===== src/rtl/fpu_binary_to_bcd_param.sv =====
// Binary to packed-BCD converter (FBSTP-style) using multi-bit-per-cycle double-dabble.
// Overflow beyond BCD_DIGITS substitutes the 8087 packed-BCD indefinite encoding.
`timescale 1ns/1ps
module fpu_binary_to_bcd_param #(
  parameter int unsigned BIN_WIDTH      = 64,
  parameter int unsigned BCD_DIGITS     = 18,
  parameter int unsigned BITS_PER_CYCLE = 1,
  localparam int unsigned OUT_W         = 8 + 4 * BCD_DIGITS
) (
  input  logic                 clk,
  input  logic                 reset,
  input  logic                 flush,
  input  logic                 in_valid,
  output logic                 in_ready,
  input  logic [BIN_WIDTH-1:0] binary_in,
  input  logic                 sign_in,
  input  logic                 signed_mode,
  output logic                 out_valid,
  input  logic                 out_ready,
  output logic [OUT_W-1:0]     bcd_out,
  output logic                 error
);

  localparam int unsigned Steps = BIN_WIDTH / BITS_PER_CYCLE;
  localparam int unsigned CntW  = $clog2(Steps + 1);
  localparam int unsigned DigW  = 4 * BCD_DIGITS;
  localparam logic [OUT_W-1:0] IndefBase = OUT_W'(20'hFFFFC);
  localparam logic [OUT_W-1:0] Indef     = IndefBase << (OUT_W - 20);

  typedef enum logic [1:0] {StIdle, StConvert, StDone} state_e;

  state_e               state_q;
  logic [BIN_WIDTH-1:0] mag_q;
  logic [DigW-1:0]      digits_q;
  logic                 ovf_q;
  logic                 sign_q;
  logic [CntW-1:0]      cnt_q;

  logic [BIN_WIDTH-1:0] mag_d;
  logic [DigW-1:0]      digits_d;
  logic                 ovf_d;

  // BITS_PER_CYCLE chained add-3/shift iterations per clock.
  always_comb begin
    mag_d    = mag_q;
    digits_d = digits_q;
    ovf_d    = ovf_q;
    for (int i = 0; i < int'(BITS_PER_CYCLE); i++) begin
      for (int k = 0; k < int'(BCD_DIGITS); k++) begin
        if (digits_d[4*k +: 4] >= 4'd5) begin
          digits_d[4*k +: 4] = digits_d[4*k +: 4] + 4'd3;
        end
      end
      ovf_d    = ovf_d | digits_d[DigW-1];
      digits_d = {digits_d[DigW-2:0], mag_d[BIN_WIDTH-1]};
      mag_d    = mag_d << 1;
    end
  end

  always_ff @(posedge clk or posedge reset) begin
    if (reset) begin
      state_q   <= StIdle;
      mag_q     <= '0;
      digits_q  <= '0;
      ovf_q     <= 1'b0;
      sign_q    <= 1'b0;
      cnt_q     <= '0;
      in_ready  <= 1'b1;
      out_valid <= 1'b0;
      error     <= 1'b0;
      bcd_out   <= '0;
    end else if (flush) begin
      state_q   <= StIdle;
      in_ready  <= 1'b1;
      out_valid <= 1'b0;
      error     <= 1'b0;
    end else begin
      unique case (state_q)
        StIdle: begin
          if (in_valid) begin
            if (signed_mode && binary_in[BIN_WIDTH-1]) begin
              mag_q  <= ~binary_in + BIN_WIDTH'(1);
              sign_q <= 1'b1;
            end else begin
              mag_q  <= binary_in;
              sign_q <= signed_mode ? 1'b0 : sign_in;
            end
            digits_q <= '0;
            ovf_q    <= 1'b0;
            cnt_q    <= CntW'(Steps);
            in_ready <= 1'b0;
            state_q  <= StConvert;
          end
        end
        StConvert: begin
          mag_q    <= mag_d;
          digits_q <= digits_d;
          ovf_q    <= ovf_d;
          cnt_q    <= cnt_q - CntW'(1);
          if (cnt_q == CntW'(1)) begin
            bcd_out   <= ovf_d ? Indef : {sign_q, 7'b0, digits_d};
            error     <= ovf_d;
            out_valid <= 1'b1;
            state_q   <= StDone;
          end
        end
        StDone: begin
          if (out_ready) begin
            out_valid <= 1'b0;
            error     <= 1'b0;
            in_ready  <= 1'b1;
            state_q   <= StIdle;
          end
        end
        default: state_q <= StIdle;
      endcase
    end
  end

endmodule

===== config.mk =====
export PLATFORM = sky130hd
export DESIGN_NAME = fpu_binary_to_bcd_param
export DESIGN_NICKNAME = d
export VERILOG_FILES = /design/src/rtl/fpu_binary_to_bcd_param.sv
export SDC_FILE = /design/constraint.sdc
export NUM_CORES = 1
export LEC_CHECK = 0
export BUFFER_PORTS_ARGS = -buffer_cell sky130_fd_sc_hd__buf_2
export CAP_MARGIN = 20
export CORE_MARGIN = 4
export CORE_UTILIZATION = 42
export CTS_CLUSTER_DIAMETER = 60
export DETAILED_ROUTE_END_ITERATION = 10
export GPL_TIMING_DRIVEN = 0
export PLACE_DENSITY = 0.7
export SYNTH_ARGS = -nofsm -noshare
export SYNTH_HDL_FRONTEND = slang
export SYNTH_SLANG_ARGS = --single-unit

===== constraint.sdc =====
create_clock -name clk -period 11.3 [get_ports clk]
set_input_delay 1.13 -clock clk [delete_from_list [all_inputs] [get_ports clk]]
set_output_delay 1.13 -clock clk [all_outputs]
set_load 0.005 [all_outputs]

After elaboration in Yosys (flattened, before gate mapping)
Index checks and enable logic that the tools add are counted.
{"block": "classes", "addsub": 20, "order_cmp": 18, "n_eq_ne": 7, "n_mux": 45, "bitwise_logic": 3, "n_reduce_logical": 11}
{"operator": "one-hot mux 72 bit (2 select lines)", "n": 1}
{"operator": "two-way mux 64 bit", "n": 2}
{"operator": "one-hot mux 64 bit (2 select lines)", "n": 1}
{"operator": "two-way mux 80 bit", "n": 1}
{"operator": "adder 4 x 2 -> 4 bit, second input constant", "n": 18}
{"operator": "greater-or-equal comparator 4 x 3 -> 1 bit, second input constant", "n": 18}
{"operator": "two-way mux 4 bit", "n": 18}
{"operator": "two-way mux 72 bit", "n": 1}
{"operator": "adder 64 x 1 -> 64 bit, second input constant", "n": 1}
{"operator": "inverter 64 bit", "n": 1}
{"operator": "AND reduction 3 bit", "n": 6}
{"operator": "one-hot mux 7 bit (2 select lines)", "n": 1}
{"operator": "two-way mux 1 bit", "n": 10}
{"operator": "!= test 3 bit, second input constant", "n": 3}
{"operator": "two-way mux 2 bit", "n": 4}
{"operator": "one-hot mux 1 bit (2 select lines)", "n": 4}
{"operator": "== test 7 x 1 -> 1 bit, second input constant", "n": 1}
{"operator": "two-way mux 7 bit", "n": 1}
{"operator": "subtractor 7 x 1 -> 7 bit, second input constant", "n": 1}
{"operator": "one-hot mux 2 bit (3 select lines)", "n": 1}
{"operator": "nonzero test 3 bit", "n": 2}
{"operator": "== test 2 x 1 -> 1 bit, second input constant", "n": 1}
{"operator": "== test 2 bit, second input constant", "n": 1}
{"operator": "zero test 2 bit", "n": 1}
{"operator": "other kinds (5)", "n": 5}
{"block": "totals", "reg_bits": 230, "word_cells": 114}

Longest topological paths before layout
Gate-level depths: netlist (run 1).
{"block": "logic_depth", "word_depth": 6, "depth_mapped": 10}

Worst setup path after synthesis (run 1)
Ideal clock, no wire load.
{"block": "synth_path", "kind": "input to register", "from": "input port binary_in[0]", "to": "register mag_q[50]", "setup_ns": 0.138, "arrival_ns": 3.196, "required_time_ns": 11.162, "path_slack_ns": 7.966, "cell_stages": 9, "path_buffers": 1, "cell_sequence": "inv_1 -> ha_1 -> or4b_2 -> or4_1 -> buf_2 -> nor4_4 -> a21oi_1 -> xnor2_1 -> o22ai_1"}
{"block": "synth_between", "elab_chain_cells": 5}
{"item": "start: declaration", "line": "15", "rtl": "input logic [BIN_WIDTH-1:0] binary_in,"}
{"item": "inverter 64 bit", "line": "82", "rtl": "mag_q <= ~binary_in + BIN_WIDTH'(1);"}
{"item": "adder 64 x 1 -> 64 bit", "line": "82"}
{"item": "two-way mux 64 bit", "line": "81", "rtl": "if (signed_mode && binary_in[BIN_WIDTH-1]) begin"}
{"item": "two-way mux 64 bit", "line": "80", "rtl": "if (in_valid) begin"}
{"item": "one-hot mux 64 bit (2 select lines)", "line": "78", "rtl": "unique case (state_q)"}
{"item": "end signal: assignment", "line": "82"}
{"item": "end signal: assignment", "line": "85", "rtl": "mag_q <= binary_in;"}
{"item": "end signal: assignment", "line": "96", "rtl": "mag_q <= mag_d;"}
{"item": "end: declaration", "line": "33", "rtl": "logic [BIN_WIDTH-1:0] mag_q;"}
No other way between the ends. The select of a mux whose other input is x is not followed.
A chain may end at the register's enable or synchronous reset.

Final worst setup path (run 1)
{"block": "layout_path", "from": "input port binary_in[0]", "to": "register mag_q[42]"}
The elaborated chain is that of the path after synthesis.

==> results of run 1 <==
==> per-stage QoR <==
stage / utilization / setup slack [ns] / instance area [µm²] / std cells
floorplan: - / 4.037 / 12170 / 1348
global placement: 0.4688 / 1.479 / 13420 / 1885
detailed placement: 0.4700 / 7.462 / 13450 / 1886
CTS: 0.4980 / 7.988 / 14250 / 1929
global route: 0.4980 / 7.817 / 14250 / 1929
finish: 0.4980 / 7.904 / 14250 / 1929
==> cell usage in the layout (no fill, tap or decap), drive strengths merged, types with 4 or more instances in the layout <==
cell	count
xor2	19
nand2	162
a21oi	142
or3	16
and2	4
a31oi	24
nand2b	23
mux2	15
or4	9
buf	171
clkinv	9
nor2	86
nor3	21
and3	19
clkbuf	102
o21ai	108
ha	39
o22ai	39
nand3	31
nor3b	38
xnor2	62
dfrtp	223
o31ai	68
inv	44
nand4	4
mux2i	5
nor4	20
a32o	17
==> area by class of cell <==
cell class,count,area [µm²]
clock inverters,11,108.9
inverters,44,172.7
repair buffers,154,793.3
fillers,2724,14370
clock buffers,32,691.9
flip-flops and latches,224,5607
well taps,384,480.5
plain buffers,87,354.1
multi-input cells,993,6047
==> registers in the layout, summed over array words and instances (netlist names) <==
name and flops:
cnt_q 7, digits_q 72, sign_q 1, bcd_out 74, mag_q 64, state_q 2, error 1, ovf_q 1
out_valid 1, in_ready 1
==> Yosys cell counts, types with 31 or more instances <==
cell type  number
o22ai_1        39
nor3b_1        38
ha_1           39
clkbuf_1       70
dfrtp_1       223
nand3_1        31
o21ai_0       105
nand2_1       162
o31ai_1        68
xnor2_1        62
inv_1          44
nor2_1         86
a21oi_1       142
==> power by group through the flow <==
stage	Sequential, mW	Clock (mW)	Combinational [mW]
after global routing	1.16	0.850	0.843
final	1.13	0.797	0.748
after global placement	1.13	0	0.718
after CTS	1.13	0.809	0.748
after detailed placement	1.14	0	0.742
after floorplan	1.11	0	0.505
==> logic make-up after synthesis <==
kind of cell             synth area share
flip-flops                         0.4606
AND/OR/NAND/NOR                    0.1806
adder cells (fa/ha/maj)           0.04009
AO/OA/AOI/OAI                      0.1998
buffers and inverters             0.04266
multiplexers                      0.01799
XOR/XNOR                          0.05828
==> per-layer routing <==
layer  part of all wire  global-route usage
met3              0.082             0.03667
met1               0.44              0.3084
met4              0.026             0.06780
met2               0.45              0.3453
met5                  0                   0
==> final timing paths <==
path / startpoint / endpoint / slack [ns] / depth (start not counted)
worst max-delay path: binary_in[0] / mag_q[42] / 7.90 / 11
min in group asynchronous: reset / mag_q[35] / 0.73 / 2
worst max register to register: digits_q[68] / bcd_out[1] / 8.40 / 8
worst min-delay path: bcd_out[1] / bcd_out[1] / 0.46 / 2
max in group asynchronous: reset / bcd_out[31] / 9.60 / 3
worst min register to register: bcd_out[1] / bcd_out[1] / 0.46 / 2
==> critical path, stage by stage <==
cell and delay [ns]:
buf_2 0.12, inv_1 0.07, ha_1 0.21, or4b_2 0.62, or4_1 0.41, buf_2 0.19, nor2_1 0.19, buf_2 0.25
a31oi_1 0.13, xnor2_1 0.33, o21ai_0 0.13
==> results.md, run 1 <==
Status:
- The flow ran to the end, and the final reports show no timing, DRC or antenna violations.

Power and ir drop:
- The power density normalized to cell area is 187.9 nW/µm².
- The relative contribution of sequential cells to total power is 0.423.
- The share of total power dissipated in combinational logic is 0.279.
- The switching power total is 930.3 µW.
- Across the VDD grid, the largest voltage drop is 0.1087 mV.
- The internal power of the cells is 1.748 mW.
- Of the total power, the share spent switching nets is 0.3473.
- The design draws 2.679 mW.
- Of the total power, the clock network draws 0.298.
- The leakage power of the design is approximately 6.3 nW.

Synthesis:
- Ranked by total cell area, the synthesized netlist is headed by dfrtp_1 (46%), a21oi_1 (5.8%), nand2_1 (5.0%), xnor2_1 (4.5%), o21ai_0 (4.3%).
- Counting every instance in the synthesized netlist gives 1348.
- The post-synthesis async set-or-reset flop share is 1.000.
- The share of the yosys chip area belonging to registers is 0.4606.
- Of all cell types, the one taking the most synthesized area is dfrtp_1.
- Of the post-synthesis cell area, the dominant cell type holds 0.4584.
- Counting flops and latches in the post-synthesis netlist gives 224.
- The most used flip-flop cell after synthesis is dfrtp_1.
- The number of synthesized flops with an enable pin is 0.
- For this run, the number of Yosys warnings is 0.
- A synthesized cell averages 9.030 µm².
- The netlist area before placement is 12170 µm².
- Yosys mapped the design onto 47 distinct sky130hd cell types.
- The net count after synthesis is 1458.

Job:
- Max-cap violations in this run came to 0.

GRT:
- The first global-routing pass estimated 56210 µm of wire.
- The global router's overall resource usage is 0.2182.
- The initial antenna violation count is 0.
- The remaining global-route overflow is 0.
- The pin count of the biggest net entering global routing is 117.
- The number of global-route vias before repair is between 10000 and 15000.

Layout:
- In the final layout, the share of cells above drive strength 1 is 0.1469.
- The number of nets in the final layout is 1638.
- The signed area change from the synthesized netlist to the final layout is 17.10%.
- The number of antenna diodes is 0.

Routing:
- Once detail routing completed, the nets flagged for antenna violations numbered 0.
- The routed wire length is approximately 35000 µm.
- The total iterations of the first detailed-routing run is 5.
- The DRC violation total after the first TritonRoute iteration is 861.
- The detailed-route vias per instance is 5.715.
- The via count is 11020.
- The DRC violations left is 0.
- The routed wire length per instance is between 15 and 20 µm.

Clock network:
- After clock tree synthesis, the setup repair step added 0 buffers.
- TritonCTS built the clock tree.
- The cell at the root of the clock tree is clkbuf_16.
- After clock tree synthesis, the repair step resized 0 gates.
- CTS built an H-tree with a depth of 1.
- Clock tree synthesis inserted a total of 24 buffers.
- The count of hold-fix buffers inserted at cts is 0.
- The clock slew at the register clock pins of the worst setup and hold paths is 0.06 ns.
- CTS saw 224 sinks.
- The clock insertion delay at the later pin of the skew report is 0.53 ns.
- No sink is reached through more buffers than the 3 on the longest clock path.

Worst setup path:
- The required time of the critical path is about 12 ns.
- The data arrival time at the worst-slack endpoint is 3.78 ns.
- The maximum fanout encountered on the critical timing path is 10.
- The kind of capture point of the worst setup path is a flop.
- The startpoint class of the critical path is an input port.
- The type of the worst setup path is in2reg.

Floorplanning:
- The area of the die is 31770 µm².
- In this run the horizontal extent of the chip is 178.2 µm.
- The die outline height is 178.2 µm.
- The floorplan has 62 rows.
- The count of pins on the block boundary is approximately 150.
- The placeable core region is 28630 µm².
- The initial utilization of the core area, before any placement, comes to 0.4253.

Place:
- Port buffering added 153 buffers.
- The detailed placer's ending HPWL is 25690 µm.
- Routability-driven placement finished with a final weighted congestion of 0.9264.

Timing:
- The final hold violation count is 0.
- The share of the clock period used by the worst path after layout is 0.3005.
- Setup repair after global routing left no endpoint under its margin.
- The maximum operating frequency is 294.5 MHz.
- The worst slew margin relative to its limit is 0.3710.
- The worst clock skew is 0.01359 ns.
- The worst path in the final design needs a cycle of 3.396 ns, including I/O delays and setup.
- The sum of negative setup slack is 0 ns.
- The transition at the pin with the smallest max-transition slack is 0.9379 ns.
- The number of pins with negative max-slew slack in the final report was 0.
- Setup violations remaining at the end of the flow were counted as 0.
- The tightest hold path in the finished design has a slack of 0.4610 ns.

Hold path:
- The tightest min-delay check is of the reg2reg type.
(Power assumes the default switching activity.)
==> inputs of run 2 (changes only) <==
--- a/config.mk
+++ b/config.mk
@@ -12,7 +12,7 @@
 export CTS_CLUSTER_DIAMETER = 60
 export DETAILED_ROUTE_END_ITERATION = 10
 export GPL_TIMING_DRIVEN = 0
-export PLACE_DENSITY = 0.7
+export PLACE_DENSITY = 0.72
 export SYNTH_ARGS = -nofsm -noshare
 export SYNTH_HDL_FRONTEND = slang
 export SYNTH_SLANG_ARGS = --single-unit
==> constraint.sdc (replaced) <==
create_clock -name clk -period 2.9 [get_ports clk]
set_input_delay 0.29 -clock clk [delete_from_list [all_inputs] [get_ports clk]]
set_output_delay 0.29 -clock clk [all_outputs]
set_load 0.005 [all_outputs]
==> run 2 against run 1 <==
Compared with the run above: largest power group unchanged; hold slack got worse by 0.43 ns; final area rose by 1.2%; utilization is 0.59 points higher; critical endpoint is now bcd_out[69]; largest cell class unchanged.
==> results.md, run 2 (same netlist as run 1, synthesis figures left out) <==
Status:
- Outcome: finished, final reports clean (unchanged).

Floorplanning:
- The die outline height was 178.2 µm (unchanged).
- The starting density of the core is 0.4253 (unchanged).
- The area of the die is 31770 µm² (unchanged).
- The standard-cell row count is 62 (unchanged).
- The chip width was 178.2 µm (unchanged).
- The count of pins on the block boundary is 154 (unchanged).
- The placeable core region came to 28630 µm² (unchanged).

Layout:
- The finished layout cell area is 14430 µm² (was 14250 µm²).
- The area occupied by registers is 5607 µm² (unchanged).
- The largest register by flop count was bcd_out (unchanged).
- The signed area change from the synthesized netlist to the final layout is 18.50% (was 17.10%).
- The number of nets in the final layout is 1645 (was 1638).
- The area of the multi-input gates is 6052 µm² (was 6047 µm²).
- The number of antenna diodes is 0 (unchanged).
- The fraction of layout cells with a size suffix above 1 is 0.1489 (was 0.1469).
- Biggest registers after layout: bcd_out: 74 flops, digits_q: 72 flops, mag_q: 64 flops (unchanged).
- The number of flip-flops in the largest register is 74 (unchanged).
- Commonest cells after routing, fill and taps aside: dfrtp_1 (223), nand2_1 (162), buf_2 (157) (unchanged).
- The filler cell count is 2671 (was 2724).
- The leading cell type in the layout, fill and taps excluded is dfrtp_1 (unchanged).
- The filler-free cell count of the finished design is 1935 (was 1929).

Routing:
- The DRC violation total after the first TritonRoute iteration is 1029 (was 861).
- The detailed-route vias per instance is 5.733 (was 5.715).
- The total iterations of the first detailed-routing run is 5 (unchanged).
- The routed wire length came to 35610 µm (was 35050 µm).
- The remaining antenna violation count is 0 (unchanged).
- The routed wire length per instance came to 18.40 µm (was 18.17 µm).
- The via count is 11090 (was 11020).
- The DRC violations left is 0 (unchanged).

Timing:
- The count of endpoints failing setup in the final report is 0 (unchanged).
- RSZ-0062 raised after global routing: true (was false).
- The worst hold slack is 0.02848 ns (was 0.4610 ns).
- Based on the critical path, the design can be clocked at up to 373.5 MHz.
- The number of pins with negative max-slew slack in the final report came to 0 (unchanged).
- The share of the clock period used by the worst path after layout is 0.9231.
- The final hold violation count came to 0 (unchanged).
- The worst slew margin relative to its limit was 0.4506 (was 0.3710).
- The sum of negative setup slack is 0 ns (unchanged).
- The worst clock skew was 0.02505 ns (was 0.01359 ns).
- The transition at the pin with the smallest max-transition slack is 0.8224 ns (was 0.9379 ns).
- The worst path needs 2.677 ns of the cycle, external delays included.

Hold path:
- The number of stages on the worst hold path is 2 (unchanged).
- The path category of the worst min-delay check is in2reg (was reg2reg).
- The launch point of the worst hold path is flush (was bcd_out[1]).
- The terminating pin of the worst hold path is out_valid (was bcd_out[1]).

Clock network:
- The buffer count from post-CTS setup fixing is 0 (unchanged).
- The maximum clock path buffer count was 3 (unchanged).
- The CTS tree is built (unchanged).
- The level count of the clock H-tree came to 1 (unchanged).
- The clock slew at the register clock pins of the worst setup and hold paths is 0.06 ns (about the same).
- The total clock sinks is 224 (unchanged).
- The clock insertion delay at the later pin of the skew report was 0.52 ns (was 0.53 ns).
- The total CTS buffers is 25 (was 24).
- The cell at the root of the clock tree was clkbuf_16 (unchanged).

GRT:
- The pin count of the biggest net entering global routing is 43 (was 117).
- The remaining global-route overflow is 0 (unchanged).
- The initial antenna violation count is 0 (unchanged).
- The first-pass GRT wire length is 56920 µm (was 56210 µm).
- The global router's overall resource usage is 0.2212 (was 0.2182).
- The number of global-route vias before repair is 10870 (was 10590).

Worst setup path:
- The depth of the worst register-to-register path is 10 (was 8).
- The reg-to-reg startpoint is digits_q[68] (unchanged).
- The kind of capture point of the worst setup path is a flop (unchanged).
- The maximum fanout encountered on the critical timing path is 10 (unchanged).
- The setup slack of the most critical reg-to-reg path is 0.22 ns (was 8.40 ns).
- The data arrival time at the worst-slack endpoint was 3.11 ns (was 3.78 ns).
- The beginning of the critical path is digits_q[68] (was binary_in[0]).
- The startpoint class of the critical path is a flop (was input port).
- The required time of the critical path is 3.34 ns (was 11.68 ns).
- The type of the worst setup path is reg2reg (was in2reg).
- The worst reg2reg path endpoint is bcd_out[69] (was bcd_out[1]).

Power and ir drop:
- The post-layout total power came to 10.72 mW (was 2.679 mW).
- The power density normalized to cell area came to 743.1 nW/µm² (was 187.9 nW/µm²).
- The largest voltage drop on the vdd net is 0.5012 mV (was 0.1087 mV).
- The leakage power of the design is 6.322 nW (was 6.257 nW).

Place:
- The count of port buffers added during placement came to 153 (unchanged).
- The detailed placer's ending HPWL is 26410 µm (was 25690 µm).
- The weighted congestion reported at the end of routability-driven placement was 0.9349 (was 0.9264).
- The area after detailed placement is 13520 µm² (was 13450 µm²).
- The number of placed instances with taps included is 1890 (was 1886).

Job:
- The number of max-capacitance violations reported is 0 (unchanged).
run 2: stage by stage:
step                        util  worst slack [ns]
after floorplan                -           -0.3132
after global routing      0.5039          -0.01706
after CTS                 0.5038           0.05275
final                     0.5039            0.2230
after detailed placement  0.4724           -0.1370
after global placement    0.4689            -1.719
run 2: worst max-delay path by stage:
| stage | end | slack, ns | cells past startpoint |
|---|---|---|---|
| after CTS | bcd_out[1] | 0.05 | 8 |
| final | bcd_out[69] | 0.22 | 10 |
| after global routing | bcd_out[70] | -0.02 | 10 |
| after global placement | bcd_out[46] | -1.72 | 2 |
| after floorplan | bcd_out[0] | -0.31 | 1 |
| after detailed placement | mag_q[58] | -0.14 | 10 |
run 2: worst max-delay path: stages, from the launching register on:
cell and delay, ns:
dfrtp_1 0.42, inv_1 0.08, ha_1 0.25, nand2b_1 0.11, nor3b_1 0.31, a21oi_1 0.11
nand2b_1 0.10, clkbuf_1 0.33, clkbuf_1 0.46, o21ai_0 0.28, nand2_1 0.13
run 2: per-layer routing:
metal	track usage	share of wire	up-vias
met5	0	0	-
met4	0.05948	0.021	0
met3	0.03243	0.081	59
met2	0.3638	0.46	483
met1	0.3077	0.43	5344
li1	-	-	5208
run 2: repair_timing:
item | in CTS | in global routing
gates resized for setup | 0 | 1
hold buffers | 2 | 0
hold endpoints to repair | 34 | 0
setup endpoints to repair | 0 | 18
run 2: power by group:
group	total (mW)	internal, mW	leakage, nW	switching, mW
Combinational	2.93	1.12	2.93	1.81
Sequential	4.42	3.86	2.96	0.568
Clock	3.37	2.09	0.431	1.27
Total	10.7	7.07	6.32	3.65
run 2: area by class of cell:
cell class	count	share of cell area
multi-input combinational	993	0.4195
clock buffer	35	0.05013
clock inverter	8	0.01067
timing repair buffer	160	0.06141
buffer	87	0.02455
tap	384	0.03331
inverter	44	0.01171
sequential	224	0.3887
